### config.mk
export PLATFORM = sky130hd
export DESIGN_NAME = jpu_uart_tx_flat
export DESIGN_NICKNAME = d
export VERILOG_FILES = /design/src/rtl/jpu_uart_pkg.sv /design/src/rtl/jpu_uart_tx_if.sv /design/src/rtl/jpu_sync_fifo.sv /design/src/rtl/jpu_uart_tx.sv /design/src/flat_wrapper.sv
export SDC_FILE = /design/constraint.sdc
export NUM_CORES = 1
export LEC_CHECK = 0
export CORE_AREA = 2 2 130 107
export CTS_BUF_LIST = sky130_fd_sc_hd__clkbuf_8
export DETAILED_ROUTE_END_ITERATION = 10
export DIE_AREA = 0 0 132 109
export PLACE_DENSITY = 0.71
export SLEW_MARGIN = 5
export SYNTH_ARGS = -nofsm -noshare
export SYNTH_HDL_FRONTEND = slang
export SYNTH_SLANG_ARGS = --single-unit
export TNS_END_PERCENT = 50
### constraint.sdc
create_clock -name clk -period 3.55 [get_ports clk]
set_input_delay 0.8875 -clock clk [delete_from_list [all_inputs] [get_ports clk]]
set_output_delay 0.8875 -clock clk [all_outputs]
set_load 0.03 [all_outputs]
### src/rtl/jpu_uart_pkg.sv
// Shared types and constants for the JPU UART blocks.
//   uart_tx_state_e : frame FSM states (transmitter now, receiver later)
//   UART_FRAME_BITS : bit periods per 8N1 frame (start + 8 data + stop)
package jpu_uart_pkg;

    typedef enum logic [1:0] {
        IDLE  = 2'd0,
        START = 2'd1,
        DATA  = 2'd2,
        STOP  = 2'd3
    } uart_tx_state_e;

    localparam int UART_FRAME_BITS = 10;

endpackage

### src/rtl/jpu_uart_tx_if.sv
// Byte handshake between the JPU core and the UART transmitter.
//   tx_data  : byte to send (producer -> transmitter)
//   tx_valid : tx_data is valid (producer -> transmitter)
//   tx_ready : transmitter can take a byte (transmitter -> producer)
interface jpu_uart_tx_if;
    logic [7:0] tx_data;
    logic       tx_valid;
    logic       tx_ready;

    modport master (output tx_data, output tx_valid, input  tx_ready);
    modport slave  (input  tx_data, input  tx_valid, output tx_ready);
endinterface

### src/rtl/jpu_sync_fifo.sv
// Single-clock circular-buffer FIFO with occupancy count.
//   clk, rst : clock, synchronous active-high reset
//   i_push   : write i_data (caller guarantees not full)
//   i_pop    : drop head entry (caller guarantees not empty)
//   o_data   : current head entry
//   o_count  : occupancy, 0..DEPTH
module jpu_sync_fifo #(
    parameter int WIDTH = 8,
    parameter int DEPTH = 16
) (
    input  logic                     clk,
    input  logic                     rst,
    input  logic                     i_push,
    input  logic [WIDTH-1:0]         i_data,
    input  logic                     i_pop,
    output logic [WIDTH-1:0]         o_data,
    output logic [$clog2(DEPTH):0]   o_count
);
    localparam int AW = $clog2(DEPTH);

    logic [WIDTH-1:0] r_mem [DEPTH];
    logic [AW-1:0]    r_wr_ptr;
    logic [AW-1:0]    r_rd_ptr;
    logic [AW:0]      r_count;

    // Storage is not reset; only the pointers and count define validity.
    always_ff @(posedge clk) begin
        if (i_push) begin
            r_mem[r_wr_ptr] <= i_data;
        end
    end

    // DEPTH is a power of 2, so pointers wrap by natural overflow.
    always_ff @(posedge clk) begin
        if (rst) begin
            r_wr_ptr <= '0;
            r_rd_ptr <= '0;
            r_count  <= '0;
        end else begin
            if (i_push) r_wr_ptr <= r_wr_ptr + 1'b1;
            if (i_pop)  r_rd_ptr <= r_rd_ptr + 1'b1;
            case ({i_push, i_pop})
                2'b10:   r_count <= r_count + 1'b1;
                2'b01:   r_count <= r_count - 1'b1;
                default: r_count <= r_count;
            endcase
        end
    end

    assign o_data  = r_mem[r_rd_ptr];
    assign o_count = r_count;

endmodule

### src/rtl/jpu_uart_tx.sv
// Buffered 8N1 UART transmitter: bytes enter a FIFO via valid/ready and are
// serialised LSB first onto uart_rxd_out, frames back-to-back.
//   clk, rst     : clock, synchronous active-high reset
//   tx_if        : byte handshake (slave side)
//   uart_rxd_out : serial line, idle high, driven from a flop
//   busy         : frame in progress or FIFO non-empty
//   fifo_count   : FIFO occupancy
//
// state | meaning
// IDLE  | line high, waiting for a byte in the FIFO
// START | start bit (line low) for CLKS_PER_BIT cycles
// DATA  | 8 data bits, LSB first, CLKS_PER_BIT cycles each
// STOP  | stop bit (line high); pops the next byte straight into START
module jpu_uart_tx
    import jpu_uart_pkg::*;
#(
    parameter int CLKS_PER_BIT = 868,
    parameter int FIFO_DEPTH   = 16
) (
    input  logic                        clk,
    input  logic                        rst,
    jpu_uart_tx_if.slave                tx_if,
    output logic                        uart_rxd_out,
    output logic                        busy,
    output logic [$clog2(FIFO_DEPTH):0] fifo_count
);
    localparam int BW = $clog2(CLKS_PER_BIT);
    localparam int CW = $clog2(FIFO_DEPTH) + 1;

    if (CLKS_PER_BIT < 2) begin : g_bad_clks
        $error("jpu_uart_tx: CLKS_PER_BIT must be >= 2");
    end
    if ((FIFO_DEPTH < 2) || ((FIFO_DEPTH & (FIFO_DEPTH - 1)) != 0)) begin : g_bad_depth
        $error("jpu_uart_tx: FIFO_DEPTH must be a power of 2 and >= 2");
    end

    uart_tx_state_e r_state;
    logic [BW-1:0]  r_cnt;
    logic [2:0]     r_idx;
    logic [7:0]     r_shift;
    logic           r_line;

    logic [7:0]     w_head;
    logic [CW-1:0]  w_count;
    logic           w_push;
    logic           w_pop;
    logic           w_nonempty;
    logic           w_bit_end;

    assign w_nonempty = (w_count != '0);
    assign w_bit_end  = (r_cnt == BW'(CLKS_PER_BIT - 1));
    assign w_push     = tx_if.tx_valid && tx_if.tx_ready;
    assign w_pop      = w_nonempty &&
                        ((r_state == IDLE) || ((r_state == STOP) && w_bit_end));

    jpu_sync_fifo #(
        .WIDTH (8),
        .DEPTH (FIFO_DEPTH)
    ) u_fifo (
        .clk     (clk),
        .rst     (rst),
        .i_push  (w_push),
        .i_data  (tx_if.tx_data),
        .i_pop   (w_pop),
        .o_data  (w_head),
        .o_count (w_count)
    );

    // r_line is loaded with the value of the upcoming bit at each transition,
    // so the pin is registered and tracks the state with no extra cycle.
    always_ff @(posedge clk) begin
        if (rst) begin
            r_state <= IDLE;
            r_cnt   <= '0;
            r_idx   <= '0;
            r_shift <= '0;
            r_line  <= 1'b1;
        end else begin
            case (r_state)
                IDLE: begin
                    r_cnt  <= '0;
                    r_line <= 1'b1;
                    if (w_nonempty) begin
                        r_shift <= w_head;
                        r_state <= START;
                        r_line  <= 1'b0;
                    end
                end
                START: begin
                    if (w_bit_end) begin
                        r_cnt   <= '0;
                        r_idx   <= '0;
                        r_state <= DATA;
                        r_line  <= r_shift[0];
                    end else begin
                        r_cnt <= r_cnt + 1'b1;
                    end
                end
                DATA: begin
                    if (w_bit_end) begin
                        r_cnt   <= '0;
                        r_shift <= {1'b0, r_shift[7:1]};
                        r_idx   <= r_idx + 1'b1;
                        if (r_idx == 3'd7) begin
                            r_state <= STOP;
                            r_line  <= 1'b1;
                        end else begin
                            r_line  <= r_shift[1];
                        end
                    end else begin
                        r_cnt <= r_cnt + 1'b1;
                    end
                end
                STOP: begin
                    if (w_bit_end) begin
                        r_cnt <= '0;
                        if (w_nonempty) begin
                            r_shift <= w_head;
                            r_state <= START;
                            r_line  <= 1'b0;
                        end else begin
                            r_state <= IDLE;
                            r_line  <= 1'b1;
                        end
                    end else begin
                        r_cnt <= r_cnt + 1'b1;
                    end
                end
                default: begin
                    r_state <= IDLE;
                    r_line  <= 1'b1;
                end
            endcase
        end
    end

    // Decoded from the registered count: a pop frees space one cycle later.
    assign tx_if.tx_ready = (w_count != CW'(FIFO_DEPTH));
    assign uart_rxd_out   = r_line;
    assign busy           = (r_state != IDLE) || w_nonempty;
    assign fifo_count     = w_count;

endmodule
### src/flat_wrapper.sv
// flat-port wrapper written by rule: the top's interface ports become plain ports
module jpu_uart_tx_flat import jpu_uart_pkg::*;
#(
    parameter int CLKS_PER_BIT = 868,
    parameter int FIFO_DEPTH   = 16
)
  (clk, rst, uart_rxd_out, busy, fifo_count, tx_if_tx_data, tx_if_tx_valid, tx_if_tx_ready);
  jpu_uart_tx_if tx_if_i ();
  input  logic clk;
  input  logic rst;
  output logic uart_rxd_out;
  output logic busy;
  output logic [$clog2(FIFO_DEPTH):0] fifo_count;
  input wire logic [$bits(tx_if_i.tx_data)-1:0] tx_if_tx_data;
  input wire logic [$bits(tx_if_i.tx_valid)-1:0] tx_if_tx_valid;
  output wire logic [$bits(tx_if_i.tx_ready)-1:0] tx_if_tx_ready;
  assign tx_if_i.tx_data = tx_if_tx_data;
  assign tx_if_i.tx_valid = tx_if_tx_valid;
  assign tx_if_tx_ready = tx_if_i.tx_ready;
  jpu_uart_tx #(.CLKS_PER_BIT(CLKS_PER_BIT), .FIFO_DEPTH(FIFO_DEPTH)) u_core (.clk(clk), .rst(rst), .tx_if(tx_if_i), .uart_rxd_out(uart_rxd_out), .busy(busy), .fifo_count(fifo_count));
endmodule
After elaboration in Yosys (flattened, before gate mapping)
Memories as Yosys holds them, arrays and structs flattened. A register that Yosys moved wholly into a read port is not among the register bits.
Index checks and enable logic that the tools add are counted.
- register bits after elaboration: 37
- memory bits (writable): 128
- memories kept: 1
- output and inout bits: 8
- word-level logic and storage cells: 71
- mux-type cells: 27
- equality and inequality tests: 13
- add/subtract/negate cells: 6
- reduce and logical (&&, ||, !) cells: 16
- memory list (name ; words ; bits a word ; read ports ; clocked after Yosys merged registers in ; wr ports ; line ; RTL):
    u_core.u_fifo.r_mem ; 16 ; 8 ; 1 ; 1 ; 1 ; jpu_sync_fifo.sv:21 ; logic [WIDTH-1:0] r_mem [DEPTH];
- operator list (cell ; number):
    $mux 8 ; 3
    $pmux 8 s3 ; 1
    $pmux 10 s2 ; 1
    $add 10x1->10 const B ; 1
    $eq 10x10->1 const B ; 1
    $mux 10 ; 1
    $mux 2 ; 5
    $ne 2x1->1 const B ; 5
    $pmux 5 s2 ; 1
    $reduce_and 3->1 ; 3
    $add 4x1->4 const B ; 2
    $mux 1 ; 8
    $mux 4 ; 2
    $pmux 2 s4 ; 1
    $eq 2x2->1 const B ; 3
    $mux 3 ; 2
    $pmux 3 s2 ; 1
    $reduce_bool 2->1 ; 3
    $add 5x1->5 const B ; 1
    $ne 5x5->1 const B ; 1
    $reduce_and 5->1 ; 1
    $reduce_bool 5->1 ; 1
    $sub 5x1->5 const B ; 1
    $eq 2x1->1 const B ; 2
    other kinds (8) ; 11

Logic depth before layout (Yosys ltp)
Gate-level depths: netlist (run 1).
- depth in word-level cells: 6
- mapped depth: 14
- mapped depth without buffers: 12

Cells and area by module
From an unflattened synthesis (run 1), not the netlist that was laid out.
- cells, all modules: 449
- area total of the unflattened synthesis: 7121.8 µm²
- modules (own cells, without submodules) (module ; cells an instance ; instances ; area each (µm²) ; seq. area each (µm²)):
    jpu_sync_fifo ; 305 ; 1 ; 5815.6 ; 4184.0
    jpu_uart_tx ; 144 ; 1 ; 1306.3 ; 480.5

Least setup slack after synthesis (run 1)
No wires, ideal clock.
- path type: register to register
- from: reg u_core.u_fifo.r_count[2], in the netlist u_core.u_fifo.o_count[2]
- to: reg u_core.u_fifo.r_count[4], in the netlist u_core.u_fifo.o_count[4]
- stages on the path, launching flop included: 14
- buffers on the path: 2
- clock period less this slack: 3239 ps
- setup slack: 311 ps
- required time: 3429 ps
- data arrival time: 3118 ps
- library setup time: 121 ps
- cells stage by stage: dfxtp_1 > buf_2 > or3_4 > nor3_4 > nor2_1 > ha_1 > clkbuf_1 > xor2_1 > ha_1 > a31oi_1 > a21oi_1 > o31a_2 > nor3_2 > mux2_4
- word-level cells in the longest chain between the ends: 4
- elaborated cells on any way between the ends: 10
- those cells by class: add/sub: 2; eq/ne: 3; mux: 1; reduce/logical: 4
- RTL lines (element ; line ; RTL):
    from (decl) ; jpu_sync_fifo.sv:24 ; logic [AW:0] r_count;
    from (signal assigned) ; jpu_sync_fifo.sv:43 ; 2'b10: r_count <= r_count + 1'b1;
    from (signal assigned) ; jpu_sync_fifo.sv:44 ; 2'b01: r_count <= r_count - 1'b1;
    from (signal assigned) ; jpu_sync_fifo.sv:45 ; default: r_count <= r_count;
    $reduce_bool 5->1 * ; jpu_uart_tx.sv:50 ; assign w_nonempty = (w_count != '0);
    $logic_and 1x1->1 * ; jpu_uart_tx.sv:53 ; assign w_pop = w_nonempty &&
    via u_core.u_fifo.i_pop ; jpu_sync_fifo.sv:15 ; input logic i_pop,
    $eq 2x1->1 / $eq 2x2->1 (equally long branches) ; jpu_sync_fifo.sv:42 ; case ({i_push, i_pop})
    $pmux 5 s2 / $reduce_bool 2->1 (equally long branches) ; -- ;
Mark *: on every way through the listed nets, which the timed path passes. The rest lies on a longest branch.
A chain may end at the register's enable or synchronous reset.

Worst setup path in the final report (run 1)
- from: reg u_core.u_fifo.r_count[1], in the netlist u_core.u_fifo.o_count[1]
- to: out busy
- word-level cells in the longest chain between the ends: 2
- RTL lines (element ; line ; RTL):
    $reduce_bool 5->1 ; jpu_uart_tx.sv:50 ;
    $logic_or 1x1->1 ; jpu_uart_tx.sv:140 ; assign busy = (r_state != IDLE) || w_nonempty;
    to (decl) ; flat_wrapper.sv:12 ; output logic busy;
No other way between the ends.

==> key figures, run 1 <==
Clock network
  – Root Driver: clkbuf_8
  – Clock-pin slew on the worst setup and hold paths: about 0.09 ns
  – H-Tree Depth: 4
  – CTS Buffer Depth: 2
  – CTS tree: done
  – CTS sink cnt: between 150 and 200
  – Setup Buffers After CTS: 0
  – CTS Buf Count: 17
  – Post-cts hold buffer count: 0
  – Worst-skew pair later-pin latency: between 0.4 and 0.5 ns
  – Cts repair resizes: 0

Power
  – Power consumption: roughly 0.0055 W
  – Power per Cell Area: about 700 nW/um2
  – Worst VDD drop: 0.000381 V
  – Static Leak: 2.63 nW

Setup path
  – Largest stage delay, worst path: slightly above 0.6 ns
  – CP Cell Sequence: or3_4, nor3_4, buf_4, nand2_1, clkdlybuf4s50_1
  – Crit start category: flop
  – Setup crit end kind: output port
  – Worst Path Max Fanout: 9
  – Critical Path RT: between 2 and 3 ns
  – CP max stage cell: clkdlybuf4s50_1
  – Crit path kind: reg2out
  – Arr. time, crit path: 2.31 ns

Timing
  – Worst slew margin: 0.502
  – Slew @ Worst Pin: about 0.75 ns
  – # setup viols final: 0
  – Final Hold Slack: ~0.46 ns
  – Setup_tns: 0 ns
  – Final Critical Period: 3.20 ns
  – Endpoints failing hold: 0
  – Slew Limit Fails: 0
  – RSZ-0062 raised after global routing: false
  – Fin crit share: 0.901
  – F_max: around 0.31 GHz
  – Clock skew: about 0.017 ns

Drt
  – Vias/cell: 5.55
  – DRT iter0 DRCs: around 360
  – # DRC: 0
  – Drt first pass iters: 4
  – Antenna-violating nets left: 0
  – Wire per inst: between 15 and 20 um
  – Total number of vias: about 3800
  – Drt total wl: 12500 um

Synthesis
  – Mapped Cells: 449
  – Cell accounting for the most synthesized area: edfxtp_1
  – Post-synth design cell area: 7030 um2
  – Register area share after synthesis: 0.663
  – Post-synth net total: roughly 480
  – EDFF count, synth: about 130
  – Synth top area share: 0.547
  – Prevailing post-synth register cell: edfxtp_1
  – Yosys warnings: 0
  – Mean post-synth cell area: 15.7 um2
  – Synthesis-stage register bit count: between 150 and 200
  – Post-synth cell types: 50
  – FFs w/ async S/R, synth: 0
  – Synth area leaders: edfxtp_1 (55%), mux4_2 (12%), dfxtp_1 (12%)

Placement
  – PortBufs: 18
  – GP Congestion: 0.809
  – Detail Placement HPWL: about 8400 um

Final layout
  – Layout Utilization: 0.598
  – Most common cell after layout, fill and taps aside: edfxtp_1
  – Synthesis-to-finish area growth: 12.1%
  – Final nets: slightly above 500
  – Diode count: 0
  – Share of post-route cells with drive strength above 1: 0.210
  – Most frequent cells in the layout: edfxtp_1 (128), nor2_1 (57), dfxtp_1 (40), mux4_2 (39), nand2_1 (25)

Floorplanning
  – Die Span Y: roughly 110 um
  – Num rows: 38
  – Die width: 132 um
  – Die area: about 14000 um2
  – Core ar.: approximately 13000 um2
  – I/O Pins: 19
  – Initial core utilization: 0.534

Min path
  – Hold Crit Class: reg2reg

GRT
  – Initial antenna violation count: 0
  – Largest net degree at the start of global routing: 32
  – GR Overflow Total: 0
  – Vias in the first global route: approximately 3700
  – First-pass GRT wire length: roughly 20000 um
  – Total track usage: 0.189

Run status
  – Status: finished clean

Flow run
  – Max-cap viol count: 0
## sequential cells by signal, indices dropped and copies added, names as in the netlist, named ones only
register,flops
u_core.u_fifo.r_mem,128
u_core.r_shift,8
u_core.uart_rxd_out,1
u_core.r_cnt,10
u_core.u_fifo.o_count,5
u_core.u_fifo.r_wr_ptr,4
u_core.u_fifo.r_rd_ptr,4
u_core.r_state,2
u_core.r_idx,3
## Yosys cell counts (6+ instances only)
cell        n
xnor2_1     7
a211oi_1    8
dfxtp_1    41
nor2_1     57
nand3_1     7
a21oi_1    15
nand2_1    25
ha_1       17
clkbuf_1   13
o21ai_0     6
mux4_2     39
xor2_1     12
mux2i_1     6
edfxtp_1  128
nor3_1      7
inv_1       8
buf_2       6
## report_power, final
part / internal [W] / total [W] / leakage (nW) / switching [W]
Combinational: 0.000856 / 0.00183 / 0.952 / 0.000975
Clock: 0.000569 / 0.00129 / 0.189 / 0.000720
Sequential: 0.00227 / 0.00242 / 1.49 / 0.000144
Total: 0.00370 / 0.00554 / 2.63 / 0.00184
## logic make-up after synthesis
family | share of synthesized area
xor+xnor | 0.0237
compound gates | 0.0429
mux | 0.136
flops | 0.663
fa+ha+maj | 0.0302
simple gates | 0.0838
buf+inv | 0.0205
## area by class of cell
cell class | instances | area [um2]
multi-input cells | 248 | 2220
repair buffers | 42 | 360
clock buffers | 17 | 234
well taps | 180 | 225
inverters | 9 | 33.8
fillers | 982 | 5290
clock inverters | 15 | 139
flip-flops and latches | 169 | 4670
## stage by stage
stage          worst slack, ns  cell area [um2]  cells
2_1_floorplan            0.311             7030    449
3_3_place_gp             0.169             7510    648
3_5_place_dp            0.0919             7510    648
4_1_cts                  0.316             7880    680
5_1_grt                  0.209             7880    680
6_report                 0.353             7880    680
## final timing paths
path	start	endpoint	slack [ns]	cells past startpoint
setup reg to reg	u_core.r_cnt[0]$_SDFF_PP0_	u_core.u_fifo.o_count[4]$_SDFFE_PP0P_	0.43	13
hold / removal	u_core.r_idx[1]$_SDFFE_PP0P_	u_core.r_idx[1]$_SDFFE_PP0P_	0.46	2
hold reg to reg	u_core.r_idx[1]$_SDFFE_PP0P_	u_core.r_idx[1]$_SDFFE_PP0P_	0.46	2
setup / recovery	u_core.u_fifo.o_count[1]$_SDFFE_PP0P_	busy	0.35	5
## per-layer routing
layer / up-vias / GRT usage / share of wire
li1: 1784 / - / -
met1: 1913 / 0.262 / 0.46
met2: 72 / 0.296 / 0.49
met3: 4 / 0.0474 / 0.052
met4: 0 / 0.0652 / 0.0044
met5: - / 0 / 0
## worst max-delay path, delay by kind of cell, from the launching register on
kind                   cells  cell delay [ns]
buffers and inverters      2             0.79
flip-flops                 1             0.41
AND/OR/NAND/NOR            3             0.67
No activity file was read; power rests on OpenSTA's default activity.
==> run 2, diff against run 1 <==
CORE_AREA = 2 2 117 119   (was 2 2 130 107)
DIE_AREA = 0 0 119 121   (was 0 0 132 109)
GPL_ROUTABILITY_DRIVEN = 0   (was unset)
SLEW_MARGIN = unset   (was 5)
==> run 2 against run 1 <==
  * Sequential share of layout area is 0.22 points lower
  * Combinational power about the same
  * Count of clock-buffer cells in the layout did not move
  * Highest routed layer unchanged
==> key figures, run 2 (synthesis gave the netlist of run 1 again) <==
Timing
  – # setup viols final: 0
  – Final Hold Slack: 0.468 ns
  – Clock skew: roughly 0.011 ns
  – Setup_tns: 0 ns
  – Endpoints failing hold: 0
  – Worst slew margin: 0.520
  – Slew @ Worst Pin: 0.719 ns
  – Fin crit share: 0.893
  – Slew Limit Fails: 0
  – RSZ-0062 raised after global routing: false
  – Final Critical Period: around 3.2 ns
  – F_max: between 0.3 and 0.4 GHz

Min path
  – Worst Hold End: u_core.r_cnt[0]$_SDFF_PP0_
  – Hold Crit Class: reg2reg
  – Hold path cells: 1
  – Hold_sp: u_core.r_cnt[0]$_SDFF_PP0_

Power
  – Combinational share of power: 0.329
  – Clock Power Share: 0.248
  – Power per Cell Area: 713 nW/um2
  – Sw Pwr: ~0.0019 W
  – Power consumption: 0.00564 W
  – Worst VDD drop: ~0.00034 V
  – Flop pwr share: 0.423
  – Switching Fraction: 0.331
  – Internal power: 0.00377 W
  – Static Leak: 2.64 nW

Setup path
  – Critical Path RT: 2.66 ns
  – CP Cell Sequence: or3_4, nor3_4, buf_4, nand2_1, clkdlybuf4s50_1
  – R2R Path End: u_core.u_fifo.o_count[4]$_SDFFE_PP0P_
  – Largest stage delay, worst path: approximately 0.6 ns
  – R2r setup slk: around 0.43 ns
  – CP Depth: 5
  – WP buf/inv: 2
  – Worst Path Max Fanout: 9
  – Setup crit end kind: output port
  – R2r startpoint: u_core.r_cnt[1]$_SDFF_PP0_
  – Arr. time, crit path: approximately 2.3 ns
  – CP max stage cell: clkdlybuf4s50_1
  – Top Family by Delay on Critical Path: buffers and inverters
  – Crit start category: flop
  – Crit path kind: reg2out
  – FF-to-FF path depth: 12

Drt
  – Drt first pass iters: 4
  – # DRC: 0
  – Antenna-violating nets left: 0
  – DRT iter0 DRCs: 291
  – Vias/cell: approximately 5.6
  – Drt total wl: approximately 13000 um
  – Wire per inst: between 15 and 20 um
  – Total number of vias: between 3000 and 4000

Final layout
  – Largest register FFs: approximately 130
  – Largest registers: u_core.u_fifo.r_mem (128), u_core.r_cnt (10), u_core.r_shift (8)
  – Biggest register: u_core.u_fifo.r_mem
  – Most common cell after layout, fill and taps aside: edfxtp_1
  – Diode count: 0
  – Synthesis-to-finish area growth: 12.5%
  – Most frequent cells in the layout: edfxtp_1 (128), nor2_1 (57), dfxtp_1 (40), mux4_2 (39), nand2_1 (25)
  – Share of post-route cells with drive strength above 1: 0.208
  – Final nets: 514

Floorplanning
  – Die area: about 14000 um2
  – Core ar.: 13100 um2
  – Die width: ~120 um
  – Initial core utilization: 0.537
  – Die Span Y: 121 um
  – I/O Pins: 19
  – Num rows: 42

GRT
  – Initial antenna violation count: 0
  – Vias in the first global route: approximately 4000
  – GR Overflow Total: 0
  – Total track usage: 0.198
  – First-pass GRT wire length: between 20000 and 25000 um
  – Largest net degree at the start of global routing: 33

Clock network
  – CTS sink cnt: around 170
  – Setup Buffers After CTS: 0
  – CTS Buffer Depth: 2
  – Worst-skew pair later-pin latency: 0.45 ns
  – H-Tree Depth: 4
  – CTS tree: done
  – Root Driver: clkbuf_8
  – Clock-pin slew on the worst setup and hold paths: about 0.090 ns
  – CTS Buf Count: 17
  – Cts repair resizes: 0
  – Post-cts hold buffer count: 0

Flow run
  – Max-cap viol count: 0

Placement
  – PortBufs: 18
  – Detail Placement HPWL: between 8000 and 9000 um

Run status
  – Status: finished clean
[run 2: cell count changes in the layout (fill, tap and decap cells not counted), sizes merged]
cell and change:
buf -1, bufinv +1, clkinv -1
[run 2: area by class of cell]
cell class	instances	area (um2)
Timing Repair Buffer	41	353
Clock buffer	17	234
Clock inverter	15	181
Tap cell	176	220
Sequential cell	169	4670
Fill cell	974	5170
Inverter	9	33.8
Multi-Input combinational cell	248	2220
[run 2: power groups by stage]
stage	logic [W]	clock network [W]	registers, W
after CTS	0.00187	0.00143	0.00238
after global placement	0.00183	0	0.00242
after floorplan	0.00137	0	0.00244
after detailed placement	0.00187	0	0.00243
after global routing	0.00205	0.00152	0.00240
final	0.00186	0.00140	0.00238
[run 2: routing by layer]
metal	wire (um)	global-route usage	up-vias
li1	-	-	1780
met1	5590	0.258	1897
met2	6520	0.336	91
met3	611	0.0451	7
met4	76	0.0551	0
met5	0	0	-
[run 2: through the flow]
stage,instances,setup slack (ns),instance area (um2),util
6_report,675,0.382,7910,0.605
3_3_place_gp,643,0.160,7500,0.573
2_1_floorplan,449,0.311,7030,-
4_1_cts,675,0.346,7910,0.605
5_1_grt,675,0.281,7910,0.605
3_5_place_dp,643,0.0602,7500,0.573
[run 2: how the worst max path moves through the flow]
| stage | startpoint | to |
|---|---|---|
| final | u_core.u_fifo.o_count[1]$_SDFFE_PP0P_ | busy |
| after global routing | u_core.r_cnt[0]$_SDFF_PP0_ | u_core.u_fifo.o_count[4]$_SDFFE_PP0P_ |
| after CTS | u_core.u_fifo.o_count[1]$_SDFFE_PP0P_ | busy |
| after detailed placement | tx_if_tx_valid | u_core.u_fifo.o_count[4]$_SDFFE_PP0P_ |
| after global placement | tx_if_tx_valid | u_core.u_fifo.o_count[4]$_SDFFE_PP0P_ |
| after floorplan | u_core.u_fifo.o_count[2]$_SDFFE_PP0P_ | u_core.u_fifo.o_count[4]$_SDFFE_PP0P_ |
[run 2: worst reg2reg max path, delay by kind of cell (launching register included)]
family | cells | cell delay, ns
AOI/OAI and AO/OA | 4 | 0.90
xor gates and xnor gates | 1 | 0.07
adders and majority gates | 3 | 0.61
DFF | 1 | 0.39
muxes | 1 | 0.32
and+or+nand+nor | 3 | 0.73
==> run 3, diff against run 2 <==
ABC_AREA = 1   (was unset)
CORE_AREA = 2 2 118 120   (was 2 2 117 119)
DIE_AREA = 0 0 120 122   (was 0 0 119 121)
==> run 3 against run 2 <==
  * Sequential share of layout area rose by 0.18 points
  * Total power decreased by 2.1%
  * Count of clock-buffer cells in the layout is the same
  * Critical path type unchanged
  * Flip-flop and latch count unchanged
  * Clock power about the same
  * Core utilization fell by 2.1 points
==> key figures, run 3 <==
GRT
  – Total track usage: 0.232
  – Initial antenna violation count: 0
  – GR Overflow Total: 0
  – Vias in the first global route: between 4000 and 5000
  – Largest net degree at the start of global routing: 65
  – First-pass GRT wire length: around 25000 um

Synthesis
  – Post-synth net total: 683
  – Post-synth cell types: 42
  – Mapped Cells: 655
  – FFs w/ async S/R, synth: 0
  – Prevailing post-synth register cell: edfxtp_1
  – EDFF count, synth: between 100 and 150
  – Register area share after synthesis: 0.649
  – Commonest cells in the netlist: edfxtp_1 (128), nor2_1 (124), o21ai_0 (64), nand2_1 (53), dfxtp_1 (41)
  – Synth area leaders: edfxtp_1 (53%), dfxtp_1 (11%), nor2_1 (6.5%)
  – Mean post-synth cell area: 11.0 um2
  – Yosys warnings: 0
  – Post-synth design cell area: between 7000 and 8000 um2
  – Synthesis-stage register bit count: roughly 170
  – Cell accounting for the most synthesized area: edfxtp_1
  – Synth top area share: 0.535
  – Most common cell in the synthesized netlist: edfxtp_1

Setup path
  – R2R Path End: u_core.u_fifo.o_count[4]$_SDFFE_PP0P_
  – Setup crit end kind: output port
  – R2r setup slk: about 1.2 ns
  – Setup crit end: busy
  – Arr. time, crit path: 2.01 ns
  – Critical path origin: u_core.r_state[0]$_SDFFE_PP0P_
  – R2r startpoint: u_core.r_cnt[0]$_SDFF_PP0_
  – Worst Path Max Fanout: 6
  – Critical Path RT: 2.66 ns
  – FF-to-FF path depth: 17
  – Crit path kind: reg2out
  – Crit start category: flop

Final layout
  – Fillers: between 1000 and 1500
  – Diode count: 0
  – Most common cell after layout, fill and taps aside: edfxtp_1
  – Layout Utilization: 0.584
  – Biggest register: u_core.u_fifo.r_mem
  – Sequential Area: between 4000 and 5000 um2
  – Area taken by multi-input logic gates: ~2200 um2
  – Share of post-route cells with drive strength above 1: 0.0868
  – Largest registers: u_core.u_fifo.r_mem (128), u_core.r_cnt (10), u_core.r_shift (8)
  – Final nets: approximately 700
  – Final instance area: about 7900 um2
  – Most frequent cells in the layout: edfxtp_1 (128), nor2_1 (124), o21ai_0 (64), nand2_1 (53), dfxtp_1 (40)
  – Largest register FFs: around 130
  – Non-Filler Instances: 860
  – Synthesis-to-finish area growth: 9.77%

Placement
  – Placed insts: 828
  – Placed instance area: about 7500 um2
  – Detail Placement HPWL: ~10000 um
  – PortBufs: 18

Timing
  – Slew @ Worst Pin: slightly below 0.9 ns
  – Fin crit share: 0.817
  – Clock skew: ~0.01 ns
  – Worst slew margin: 0.412
  – Final Critical Period: 2.90 ns
  – Endpoints failing hold: 0
  – Setup_tns: 0 ns
  – F_max: between 0.3 and 0.4 GHz
  – Slew Limit Fails: 0
  – RSZ-0062 raised after global routing: false
  – # setup viols final: 0

Power
  – Flop pwr share: 0.435
  – Sw Pwr: about 0.002 W
  – Worst VDD drop: between 0.0004 and 0.0005 V
  – Power per Cell Area: 700 nW/um2
  – Switching Fraction: 0.361
  – Static Leak: approximately 2.8 nW
  – Internal power: between 0.003 and 0.004 W
  – Clock Power Share: 0.251
  – Combinational share of power: 0.315

Clock network
  – Clock-pin slew on the worst setup and hold paths: roughly 0.090 ns
  – Cts repair resizes: 0
  – CTS Buf Count: 17
  – Root Driver: clkbuf_8
  – CTS sink cnt: ~170
  – CTS tree: done
  – CTS Buffer Depth: 2
  – Setup Buffers After CTS: 0
  – Post-cts hold buffer count: 0
  – Worst-skew pair later-pin latency: 0.46 ns
  – H-Tree Depth: 4

Drt
  – Drt total wl: around 16000 um
  – Wire per inst: 18.8 um
  – Drt first pass iters: 5
  – DRT iter0 DRCs: 387
  – # DRC: 0
  – Total number of vias: approximately 5000
  – Vias/cell: roughly 5.9
  – Antenna-violating nets left: 0

Flow run
  – Max-cap viol count: 0

Floorplanning
  – I/O Pins: 19
  – Core ar.: ~14000 um2
  – Die width: 120 um
  – Die area: ~15000 um2
  – Initial core utilization: 0.532
  – Die Span Y: ~120 um
  – Num rows: 43

Min path
  – Hold Crit Class: reg2reg

Run status
  – Status: finished clean
-- run 3: changes by cell type after synthesis, moves of 9 or more --
cell / before / now
mux4_2: 39 / 0
nand2_1: 25 / 53
o221ai_1: 0 / 11
inv_1: 8 / 38
o211ai_1: 0 / 24
nand3_1: 7 / 32
a21oi_1: 15 / 25
o21ai_0: 6 / 64
o21ai_1: 1 / 15
xor2_1: 12 / 3
nor2_1: 57 / 124
-- run 3: worst min-delay path by stage --
stage | startpoint | to | slack [ns] | cells after the start
3_3_place_gp | u_core.r_cnt[0]$_SDFF_PP0_ | u_core.r_cnt[0]$_SDFF_PP0_ | 0.43 | 1
5_1_grt | u_core.r_cnt[0]$_SDFF_PP0_ | u_core.r_cnt[0]$_SDFF_PP0_ | 0.49 | 1
6_report | u_core.r_cnt[0]$_SDFF_PP0_ | u_core.r_cnt[0]$_SDFF_PP0_ | 0.46 | 1
3_5_place_dp | u_core.r_cnt[0]$_SDFF_PP0_ | u_core.r_cnt[0]$_SDFF_PP0_ | 0.45 | 1
2_1_floorplan | u_core.r_cnt[0]$_SDFF_PP0_ | u_core.r_cnt[0]$_SDFF_PP0_ | 0.42 | 1
4_1_cts | u_core.r_cnt[0]$_SDFF_PP0_ | u_core.r_cnt[0]$_SDFF_PP0_ | 0.46 | 1
-- run 3: final cells by class --
type | count | share of cell area
Clock buffer | 17 | 0.0297
Clock inverter | 15 | 0.0222
Inverter | 45 | 0.0217
Multi-Input combinational cell | 410 | 0.278
Sequential cell | 169 | 0.592
Tap cell | 180 | 0.0286
Timing Repair Buffer | 24 | 0.0286
-- run 3: per-layer routing --
layer  wire [um]  GRT usage
met3        1400     0.0548
met4         448      0.113
met1        6930      0.315
met5           0          0
met2        7400      0.353
-- run 3: worst max-delay path, cell delays in order, from the launching register on --
cell	delay (ns)
dfxtp_1	0.44
inv_1	0.12
ha_1	0.24
nand2_1	0.08
clkdlybuf4s50_1	0.67
-- run 3: cells by family (layout without fill, tap and decap cells) --
family / count (synthesis) / after routing / synth area share
compound gates: 156 / 156 / 0.128
xor+xnor: 5 / 5 / 0.00610
fa+ha+maj: 17 / 17 / 0.0296
buf+inv: 76 / 101 / 0.0460
flops: 169 / 169 / 0.649
simple gates: 232 / 232 / 0.141
-- run 3: power groups by stage --
stage	combinational (W)	sequential, W	clock (W)
final	0.00174	0.00240	0.00138
after detailed placement	0.00171	0.00244	0
after global routing	0.00192	0.00242	0.00149
after global placement	0.00166	0.00243	0
after CTS	0.00171	0.00240	0.00140
after floorplan	0.00129	0.00242	0
-- run 3: through the flow --
stage	hold WS [ns]	setup slack, ns	power (W)
4_1_cts	0.459	0.628	0.00551
6_report	0.458	0.649	0.00552
3_3_place_gp	0.427	0.808	0.00410
2_1_floorplan	0.418	1.18	0.00371
5_1_grt	0.488	0.555	0.00583
3_5_place_dp	0.446	0.737	0.00415
